--- src/rtl/fm_wb_collector.sv ---
// fm_wb_collector
//   Collects a PE-row write-back byte stream and (optionally) a guard stream
//   and writes them to memory through one shared write port.
//   Bytes are packed little-endian into 32-bit words. The final partial word
//   carries byte enables only for the bytes that were actually written.
//   Guards are written one per word as {26'b0, guard}.
//
// Configuration macro:
//   FM_WB_GUARD_EN - when defined, the guard channel is built.
//                    When undefined, guard_ready_o is tied high, guard_i is
//                    discarded, and the job completes on the byte count alone.
//
// Ports:
//   clk, rst_n                  clock, synchronous active-low reset
//   start_i                     one-cycle job start (sampled in IDLE only)
//   data_base_i, guard_base_i   region word addresses (latched on start)
//   byte_num_i, guard_num_i     expected byte / guard counts (latched on start)
//   wb_data_i/valid_i/ready_o   write-back byte stream
//   guard_i/valid_i/ready_o     guard stream
//   mem_req_o/addr_o/wdata_o/be_o, mem_gnt_i
//                               shared write port; a write completes when
//                               req and gnt are both high
//   done_o                      one-cycle completion pulse
//   busy_o                      high outside IDLE
module fm_wb_collector #(
  parameter int ADDR_W = 16,
  parameter int CNT_W  = 16
) (
  input  logic              clk,
  input  logic              rst_n,
  input  logic              start_i,
  input  logic [ADDR_W-1:0] data_base_i,
  input  logic [ADDR_W-1:0] guard_base_i,
  input  logic [CNT_W-1:0]  byte_num_i,
  input  logic [CNT_W-1:0]  guard_num_i,
  input  logic [7:0]        wb_data_i,
  input  logic              wb_valid_i,
  output logic              wb_ready_o,
  input  logic [5:0]        guard_i,
  input  logic              guard_valid_i,
  output logic              guard_ready_o,
  output logic              mem_req_o,
  output logic [ADDR_W-1:0] mem_addr_o,
  output logic [31:0]       mem_wdata_o,
  output logic [3:0]        mem_be_o,
  input  logic              mem_gnt_i,
  output logic              done_o,
  output logic              busy_o
);

  typedef enum logic [1:0] {IDLE, RUN, FLUSH, DONE} state_e;

  localparam logic [ADDR_W-1:0] ADDR_ONE = ADDR_W'(1);
  localparam logic [CNT_W-1:0]  CNT_ONE  = CNT_W'(1);

  state_e state_q, state_d;

  // data channel
  logic [CNT_W-1:0]  byte_num_q, byte_num_d;
  logic [CNT_W-1:0]  byte_cnt_q, byte_cnt_d;
  logic [ADDR_W-1:0] data_addr_q, data_addr_d;
  logic [31:0]       pack_q, pack_d;
  logic [2:0]        pack_cnt_q, pack_cnt_d;
  logic              dpend_valid_q, dpend_valid_d;
  logic [31:0]       dpend_data_q, dpend_data_d;
  logic [3:0]        dpend_be_q, dpend_be_d;

  // guard channel view shared with the arbiter and FSM
  logic              gpend_valid;
  logic [5:0]        gpend_data;
  logic [ADDR_W-1:0] guard_addr;
  logic              guard_cnt_done;

  // arbitration
  logic prio_q, prio_d;
  logic hold_q, hold_d;
  logic sel_q, sel_d;
  logic sel_guard;
  logic mem_req;
  logic data_gnt;
  logic guard_gnt;

  logic start_job;
  logic byte_cnt_done;
  logic pack_full;
  logic pack_move;
  logic byte_take;
  logic [3:0] pack_be;

  assign start_job     = (state_q == IDLE) && start_i;
  assign byte_cnt_done = (byte_cnt_q == byte_num_q);
  assign pack_full     = (pack_cnt_q == 3'd4);

  assign wb_ready_o = (state_q == RUN) && !byte_cnt_done && !(pack_full && dpend_valid_q);
  assign byte_take  = wb_valid_i && wb_ready_o;

  // A full pack, or the leftover bytes once the count is reached, moves into
  // the pending register whenever that register is empty or is being granted
  // in this very cycle, so a back-to-back stream never loses a slot.
  assign pack_move = ((state_q == RUN) || (state_q == FLUSH)) &&
                     (!dpend_valid_q || data_gnt) &&
                     (pack_full || ((pack_cnt_q != 3'd0) && byte_cnt_done));

  always_comb begin
    pack_be = 4'hF;
    case (pack_cnt_q)
      3'd1:    pack_be = 4'h1;
      3'd2:    pack_be = 4'h3;
      3'd3:    pack_be = 4'h7;
      default: pack_be = 4'hF;
    endcase
  end

  // Once a request has been shown without a grant, the selection is frozen
  // so the port contents stay stable until the grant arrives.
  always_comb begin
    sel_guard = 1'b0;
    if (hold_q) begin
      sel_guard = sel_q;
    end else if (dpend_valid_q && gpend_valid) begin
      sel_guard = prio_q;
    end else begin
      sel_guard = gpend_valid;
    end
    mem_req     = dpend_valid_q || gpend_valid;
    mem_addr_o  = '0;
    mem_wdata_o = '0;
    mem_be_o    = '0;
    if (mem_req) begin
      if (sel_guard) begin
        mem_addr_o  = guard_addr;
        mem_wdata_o = {26'b0, gpend_data};
        mem_be_o    = 4'hF;
      end else begin
        mem_addr_o  = data_addr_q;
        mem_wdata_o = dpend_data_q;
        mem_be_o    = dpend_be_q;
      end
    end
    data_gnt  = mem_req && mem_gnt_i && !sel_guard;
    guard_gnt = mem_req && mem_gnt_i && sel_guard;
  end

  assign mem_req_o = mem_req;

  // prio_q high means the guard channel wins the next conflict.
  always_comb begin
    prio_d = prio_q;
    hold_d = mem_req && !mem_gnt_i;
    sel_d  = sel_guard;
    if (start_job) begin
      prio_d = 1'b0;
    end else if (data_gnt) begin
      prio_d = 1'b1;
    end else if (guard_gnt) begin
      prio_d = 1'b0;
    end
  end

  always_comb begin
    byte_num_d    = byte_num_q;
    byte_cnt_d    = byte_cnt_q;
    data_addr_d   = data_addr_q;
    pack_d        = pack_q;
    pack_cnt_d    = pack_cnt_q;
    dpend_valid_d = dpend_valid_q;
    dpend_data_d  = dpend_data_q;
    dpend_be_d    = dpend_be_q;
    if (start_job) begin
      byte_num_d    = byte_num_i;
      byte_cnt_d    = '0;
      data_addr_d   = data_base_i;
      pack_d        = '0;
      pack_cnt_d    = '0;
      dpend_valid_d = 1'b0;
    end else begin
      if (data_gnt) begin
        dpend_valid_d = 1'b0;
        data_addr_d   = data_addr_q + ADDR_ONE;
      end
      if (pack_move) begin
        dpend_valid_d = 1'b1;
        dpend_data_d  = pack_q;
        dpend_be_d    = pack_be;
        pack_d        = '0;
        pack_cnt_d    = '0;
      end
      // pack_cnt_d is at most 3 here: a full pack either moved above or
      // held wb_ready_o low.
      if (byte_take) begin
        pack_d[{pack_cnt_d[1:0], 3'b000} +: 8] = wb_data_i;
        pack_cnt_d = pack_cnt_d + 3'd1;
        byte_cnt_d = byte_cnt_q + CNT_ONE;
      end
    end
  end

  always_comb begin
    state_d = state_q;
    case (state_q)
      IDLE: begin
        if (start_i) state_d = RUN;
      end
      RUN: begin
        if (byte_cnt_done && guard_cnt_done) state_d = FLUSH;
      end
      FLUSH: begin
        if ((pack_cnt_q == 3'd0) && (!dpend_valid_q || data_gnt) &&
            (!gpend_valid || guard_gnt)) begin
          state_d = DONE;
        end
      end
      DONE: begin
        state_d = IDLE;
      end
      default: state_d = IDLE;
    endcase
  end

  assign done_o = (state_q == DONE);
  assign busy_o = (state_q != IDLE);

  always_ff @(posedge clk) begin
    if (!rst_n) begin
      state_q       <= IDLE;
      byte_num_q    <= '0;
      byte_cnt_q    <= '0;
      data_addr_q   <= '0;
      pack_q        <= '0;
      pack_cnt_q    <= '0;
      dpend_valid_q <= 1'b0;
      dpend_data_q  <= '0;
      dpend_be_q    <= '0;
      prio_q        <= 1'b0;
      hold_q        <= 1'b0;
      sel_q         <= 1'b0;
    end else begin
      state_q       <= state_d;
      byte_num_q    <= byte_num_d;
      byte_cnt_q    <= byte_cnt_d;
      data_addr_q   <= data_addr_d;
      pack_q        <= pack_d;
      pack_cnt_q    <= pack_cnt_d;
      dpend_valid_q <= dpend_valid_d;
      dpend_data_q  <= dpend_data_d;
      dpend_be_q    <= dpend_be_d;
      prio_q        <= prio_d;
      hold_q        <= hold_d;
      sel_q         <= sel_d;
    end
  end

`ifdef FM_WB_GUARD_EN
  logic [CNT_W-1:0]  guard_num_q, guard_num_d;
  logic [CNT_W-1:0]  guard_cnt_q, guard_cnt_d;
  logic [ADDR_W-1:0] guard_addr_q, guard_addr_d;
  logic              gpend_valid_q, gpend_valid_d;
  logic [5:0]        gpend_data_q, gpend_data_d;

  assign guard_ready_o  = (state_q == RUN) && !gpend_valid_q && (guard_cnt_q != guard_num_q);
  assign guard_cnt_done = (guard_cnt_q == guard_num_q);
  assign gpend_valid    = gpend_valid_q;
  assign gpend_data     = gpend_data_q;
  assign guard_addr     = guard_addr_q;

  always_comb begin
    guard_num_d   = guard_num_q;
    guard_cnt_d   = guard_cnt_q;
    guard_addr_d  = guard_addr_q;
    gpend_valid_d = gpend_valid_q;
    gpend_data_d  = gpend_data_q;
    if (start_job) begin
      guard_num_d   = guard_num_i;
      guard_cnt_d   = '0;
      guard_addr_d  = guard_base_i;
      gpend_valid_d = 1'b0;
    end else begin
      if (guard_gnt) begin
        gpend_valid_d = 1'b0;
        guard_addr_d  = guard_addr_q + ADDR_ONE;
      end
      if (guard_valid_i && guard_ready_o) begin
        gpend_valid_d = 1'b1;
        gpend_data_d  = guard_i;
        guard_cnt_d   = guard_cnt_q + CNT_ONE;
      end
    end
  end

  always_ff @(posedge clk) begin
    if (!rst_n) begin
      guard_num_q   <= '0;
      guard_cnt_q   <= '0;
      guard_addr_q  <= '0;
      gpend_valid_q <= 1'b0;
      gpend_data_q  <= '0;
    end else begin
      guard_num_q   <= guard_num_d;
      guard_cnt_q   <= guard_cnt_d;
      guard_addr_q  <= guard_addr_d;
      gpend_valid_q <= gpend_valid_d;
      gpend_data_q  <= gpend_data_d;
    end
  end
`else
  // Guard channel absent: accept and drop every guard.
  logic unused_guard;
  assign unused_guard   = ^{guard_i, guard_valid_i, guard_base_i, guard_num_i};
  assign guard_ready_o  = 1'b1;
  assign guard_cnt_done = 1'b1;
  assign gpend_valid    = 1'b0;
  assign gpend_data     = '0;
  assign guard_addr     = '0;
`endif

endmodule

--- config.mk ---
export PLATFORM = sky130hd
export DESIGN_NAME = fm_wb_collector
export DESIGN_NICKNAME = d
export VERILOG_FILES = /design/src/rtl/fm_wb_collector.sv
export SDC_FILE = /design/constraint.sdc
export NUM_CORES = 1
export LEC_CHECK = 0
export ABC_AREA = 1
export CORE_ASPECT_RATIO = 1.25
export CORE_MARGIN = 3
export CORE_UTILIZATION = 45
export CTS_CLUSTER_DIAMETER = 200
export CTS_CLUSTER_SIZE = 40
export DETAILED_ROUTE_END_ITERATION = 6
export PLACE_DENSITY = 0.71
export SYNTH_ARGS = -nofsm -noshare
export SYNTH_HDL_FRONTEND = slang
export SYNTH_SLANG_ARGS = --single-unit
--- constraint.sdc ---
create_clock -name clk -period 3.4 [get_ports clk]
set_input_delay 0.68 -clock clk [delete_from_list [all_inputs] [get_ports clk]]
set_output_delay 0.68 -clock clk [all_outputs]
set_load 0.01 [all_outputs]
==> summary.md <==
| Metric | Value |
|---|---|
| Fmax | `between 300 and 400 MHz` |
| CTS tree | `yes` |
| PostCTS Resize Cnt | `0` |
| Number of global-route vias before repair | `5574` |
| Critical R2R Launch | `byte_cnt_q[9]$_SDFFE_PP0P_` |
| Gr usage total | `0.197` |
| Routed Antenna Nets | `0` |
| Row cnt | `between 40 and 50` |
| First-pass GRT wire length | `between 20000 and 30000 µm` |
| Post-Syn Area | `about 0.0064 mm²` |
| Initial Util | `0.470` |
| Setup Buffers After CTS | `0` |
| Reg power frac | `0.363` |
| Final critical-path share of the clock period | `0.854` |
| CORE AREA | `roughly 0.014 mm²` |
| DR DRC count | `0` |
| Die Ht | `approximately 140 µm` |
| Switch Pwr | `1.60 mW` |
| Reg-to-reg slack, setup | `0.63 ns` |
| Slew @ Worst Pin | `about 0.58 ns` |
| Top-count cell post-synth | `nor2_1` |
| Setup WS pre-CTS | `about 0.12 ns` |
| Fin Clk Skew | `around 0.007 ns` |
| Final hold vios | `0` |
| Leading area contributor after synthesis | `dfxtp_1` |
| Synth top area cells | `dfxtp_1 (39%), nor2_1 (9.1%), inv_1 (8.7%)` |
| Fin. max-slew vios | `0` |
| Yosys reg bits | `~120` |
| Final total negative setup slack | `0 ns` |
| Critical Path AT | `between 3 and 4 ns` |
| Initial antenna violation count | `0` |
| Hold Path Class | `register to register` |
| Post-Syn Instances | `between 900 and 1k` |
| R2R depth | `16` |
| Switching share of power | `0.329` |
| Port bufs | `100` |
| Clock Path Buffers | `2` |
| Register area | `0.00248 mm²` |
| Area Growth Syn to Fin | `26.1%` |
| Die area | `about 0.016 mm²` |
| WL final | `between 15000 and 20000 µm` |
| Post-CTS Hold Buffers | `0` |
| CTS Buf Count | `17` |
| GPL Wtd Cong | `0.871` |
| Pwr Total | `between 4 and 5 mW` |
| Share of layout cells above drive strength 1 | `0.0722` |
| Post-synth top area share | `0.391` |
| TritonRoute pass-1 iters | `5` |
| CTS Sinks | `about 120` |
| Status | `completed` |
| Maximum number of pins on one net before global-route repair | `62` |
| Syn_nets | `about 1.0k` |
| Leakage | `2.91 nW` |
| Max Cap Violations | `0` |
| Setup ws final | `approximately 0.5 ns` |
| Total grt overflow | `0` |
| DR vias/cell | `between 4 and 5` |
| Worst r2r dst | `pack_q[29]$_SDFF_PP0_` |
| Post-placement cell area | `about 0.0074 mm²` |
| Sequential cell area fraction in the yosys report | `0.391` |
| Worst rel slew slack | `0.614` |
| Number of H-tree levels | `4` |
| CP endpoint kind | `register` |
| Post-synth EDFFs | `0` |
| Die Wd | `~110 µm` |
| PD cells | `about 610 mW/mm²` |
| Data required, critical path | `~3.8 ns` |
| Mean Syn Cell Area | `6.69 µm²` |
| Critical-path maximum fanout | `8` |
| Worst Path Class, Setup | `primary input to register` |
| Layout Nets | `1137` |
| Pint | `around 3.3 mW` |
| Tmin final | `2.90 ns` |
| Fin cells | `1224` |
| Combinational power share | `0.267` |
| Clock-pin slew on the worst setup and hold paths | `0.06 ns` |
| Fillers | `roughly 1.4k` |
| Post-route design area | `around 0.0080 mm²` |
| Synth cell types | `41` |
| Skew-Pair Late Insertion Delay | `between 0.4 and 0.5 ns` |
| Worst Setup EP | `pack_q[29]$_SDFF_PP0_` |
| Clk root buf | `clkbuf_16` |
| Multi-input gate area | `about 0.003 mm²` |
| Worst Setup SP | `mem_gnt_i` |
| Clk network pwr share | `0.370` |
| Routed len/inst | `~12 µm` |
| Async set or reset register ratio after synthesis | `0` |
| DP HPWL | `just over 10000 µm` |
| N_diodes | `0` |
| Ys flop type | `dfxtp_1` |
| Peak VDD IR | `0.313 mV` |
| Synth Warn # | `0` |
| Final setup violation count | `0` |
| Iter 0 DRT Violations | `a little over 400` |
| Synth cell count leaders | `nor2_1 (154), inv_1 (147), nand2_1 (146), dfxtp_1 (124), a21oi_1 (109)` |
| Vias post-DR | `between 5k and 6k` |
| IO Pins | `~140` |
| Placed cells | `approximately 1.2k` |
| RSZ-0062 raised after global routing | `false` |
| Setup crit start kind | `primary input` |
stage by stage:
| stage | hold WS (ns) | utilization |
|---|---|---|
| finish | 0.452 | 0.592 |
| global route | 0.468 | 0.592 |
| floorplan | 0.427 | - |
| global placement | 0.437 | 0.549 |
| detailed placement | 0.446 | 0.549 |
| CTS | 0.455 | 0.592 |
area by class of cell:
type | instances | area share
tap | 171 | 0.0267
multi-input combinational | 622 | 0.375
timing repair buffer | 115 | 0.140
clock inverter | 13 | 0.0187
inverter | 160 | 0.0756
clock buffer | 19 | 0.0540
sequential | 124 | 0.310
worst min-delay path by stage:
| stage | from | cells past startpoint | to |
|---|---|---|---|
| 2_1_floorplan | dpend_be_q[3]$_SDFFE_PN0P_ | 2 | dpend_be_q[3]$_SDFFE_PN0P_ |
| 3_3_place_gp | dpend_be_q[3]$_SDFFE_PN0P_ | 2 | dpend_be_q[3]$_SDFFE_PN0P_ |
| 3_5_place_dp | dpend_data_q[14]$_SDFFE_PN0P_ | 2 | dpend_data_q[14]$_SDFFE_PN0P_ |
| 4_1_cts | dpend_data_q[14]$_SDFFE_PN0P_ | 2 | dpend_data_q[14]$_SDFFE_PN0P_ |
| 5_1_grt | dpend_data_q[31]$_SDFFE_PN0P_ | 2 | dpend_data_q[31]$_SDFFE_PN0P_ |
| 6_report | dpend_data_q[14]$_SDFFE_PN0P_ | 2 | dpend_data_q[14]$_SDFFE_PN0P_ |
state kept, by name (all words and copies together), names as in the netlist:
| name | flops |
|---|---|
| hold_q | 1 |
| dpend_be_q | 4 |
| mem_req_o | 1 |
| data_addr_q | 16 |
| dpend_data_q | 32 |
| byte_num_q | 16 |
| state_q | 2 |
| sel_q | 1 |
| pack_cnt_q | 3 |
| byte_cnt_q | 16 |
| pack_q | 32 |
critical path, stage by stage:
cell and delay (ns):
clkdlybuf4s50_1 0.44, inv_1 0.11, nor2_4 0.05, nor2_1 0.15, nor3_2 0.07, nand2_4 0.11, clkinv_4 0.05, nor2_1 0.14
inv_1 0.11, ha_1 0.35, or2_2 0.30, nor3_2 0.40, nand2_1 0.14, a21oi_1 0.16
layout by cell type, fill, tap and decap left out, types with 2 or more instances in the layout:
cell / instances
a21oi_1: 109
a311oi_1: 3
a31oi_1: 4
buf_4: 14
bufinv_16: 3
clkbuf_1: 2
clkbuf_16: 17
clkdlybuf4s50_1: 99
clkinv_2: 6
clkinvlp_4: 4
dfxtp_1: 124
ha_1: 13
inv_1: 147
inv_2: 11
nand2_1: 146
nand2_2: 5
nand2_4: 3
nand3_1: 37
nand3b_1: 2
nand4_1: 6
nor2_1: 154
nor2_2: 4
nor3_1: 19
nor3_2: 2
nor4_1: 4
o211ai_1: 7
o21ai_0: 52
o21ai_1: 31
o221ai_1: 2
or2_2: 2
xor2_1: 8
kinds of logic after synthesis:
family / Yosys count / synth area share
xor+xnor: 8 / 0.0110
simple gates: 387 / 0.259
flops: 124 / 0.391
fa+ha+maj: 13 / 0.0256
compound gates: 213 / 0.177
other cells: 1 / 0.000590
buf+inv: 203 / 0.136
layer usage:
| metal | GRT usage | up-vias | share of wire |
|---|---|---|---|
| met1 | 0.262 | 2618 | 0.48 |
| met3 | 0.0471 | 28 | 0.050 |
| met5 | 0 | - | 0 |
| met4 | 0.0734 | 0 | 0.021 |
| li1 | - | 3186 | - |
| met2 | 0.312 | 153 | 0.45 |
power by group through the flow:
stage                     combinational (mW)  clock, mW  sequential, mW
after detailed placement                1.30          0            1.79
after global placement                  1.28          0            1.79
final                                   1.29       1.80            1.76
after floorplan                        0.977          0            1.77
after global routing                    1.48       1.89            1.78
after CTS                               1.30       1.82            1.76
Power figures use the tool's default switching activity.
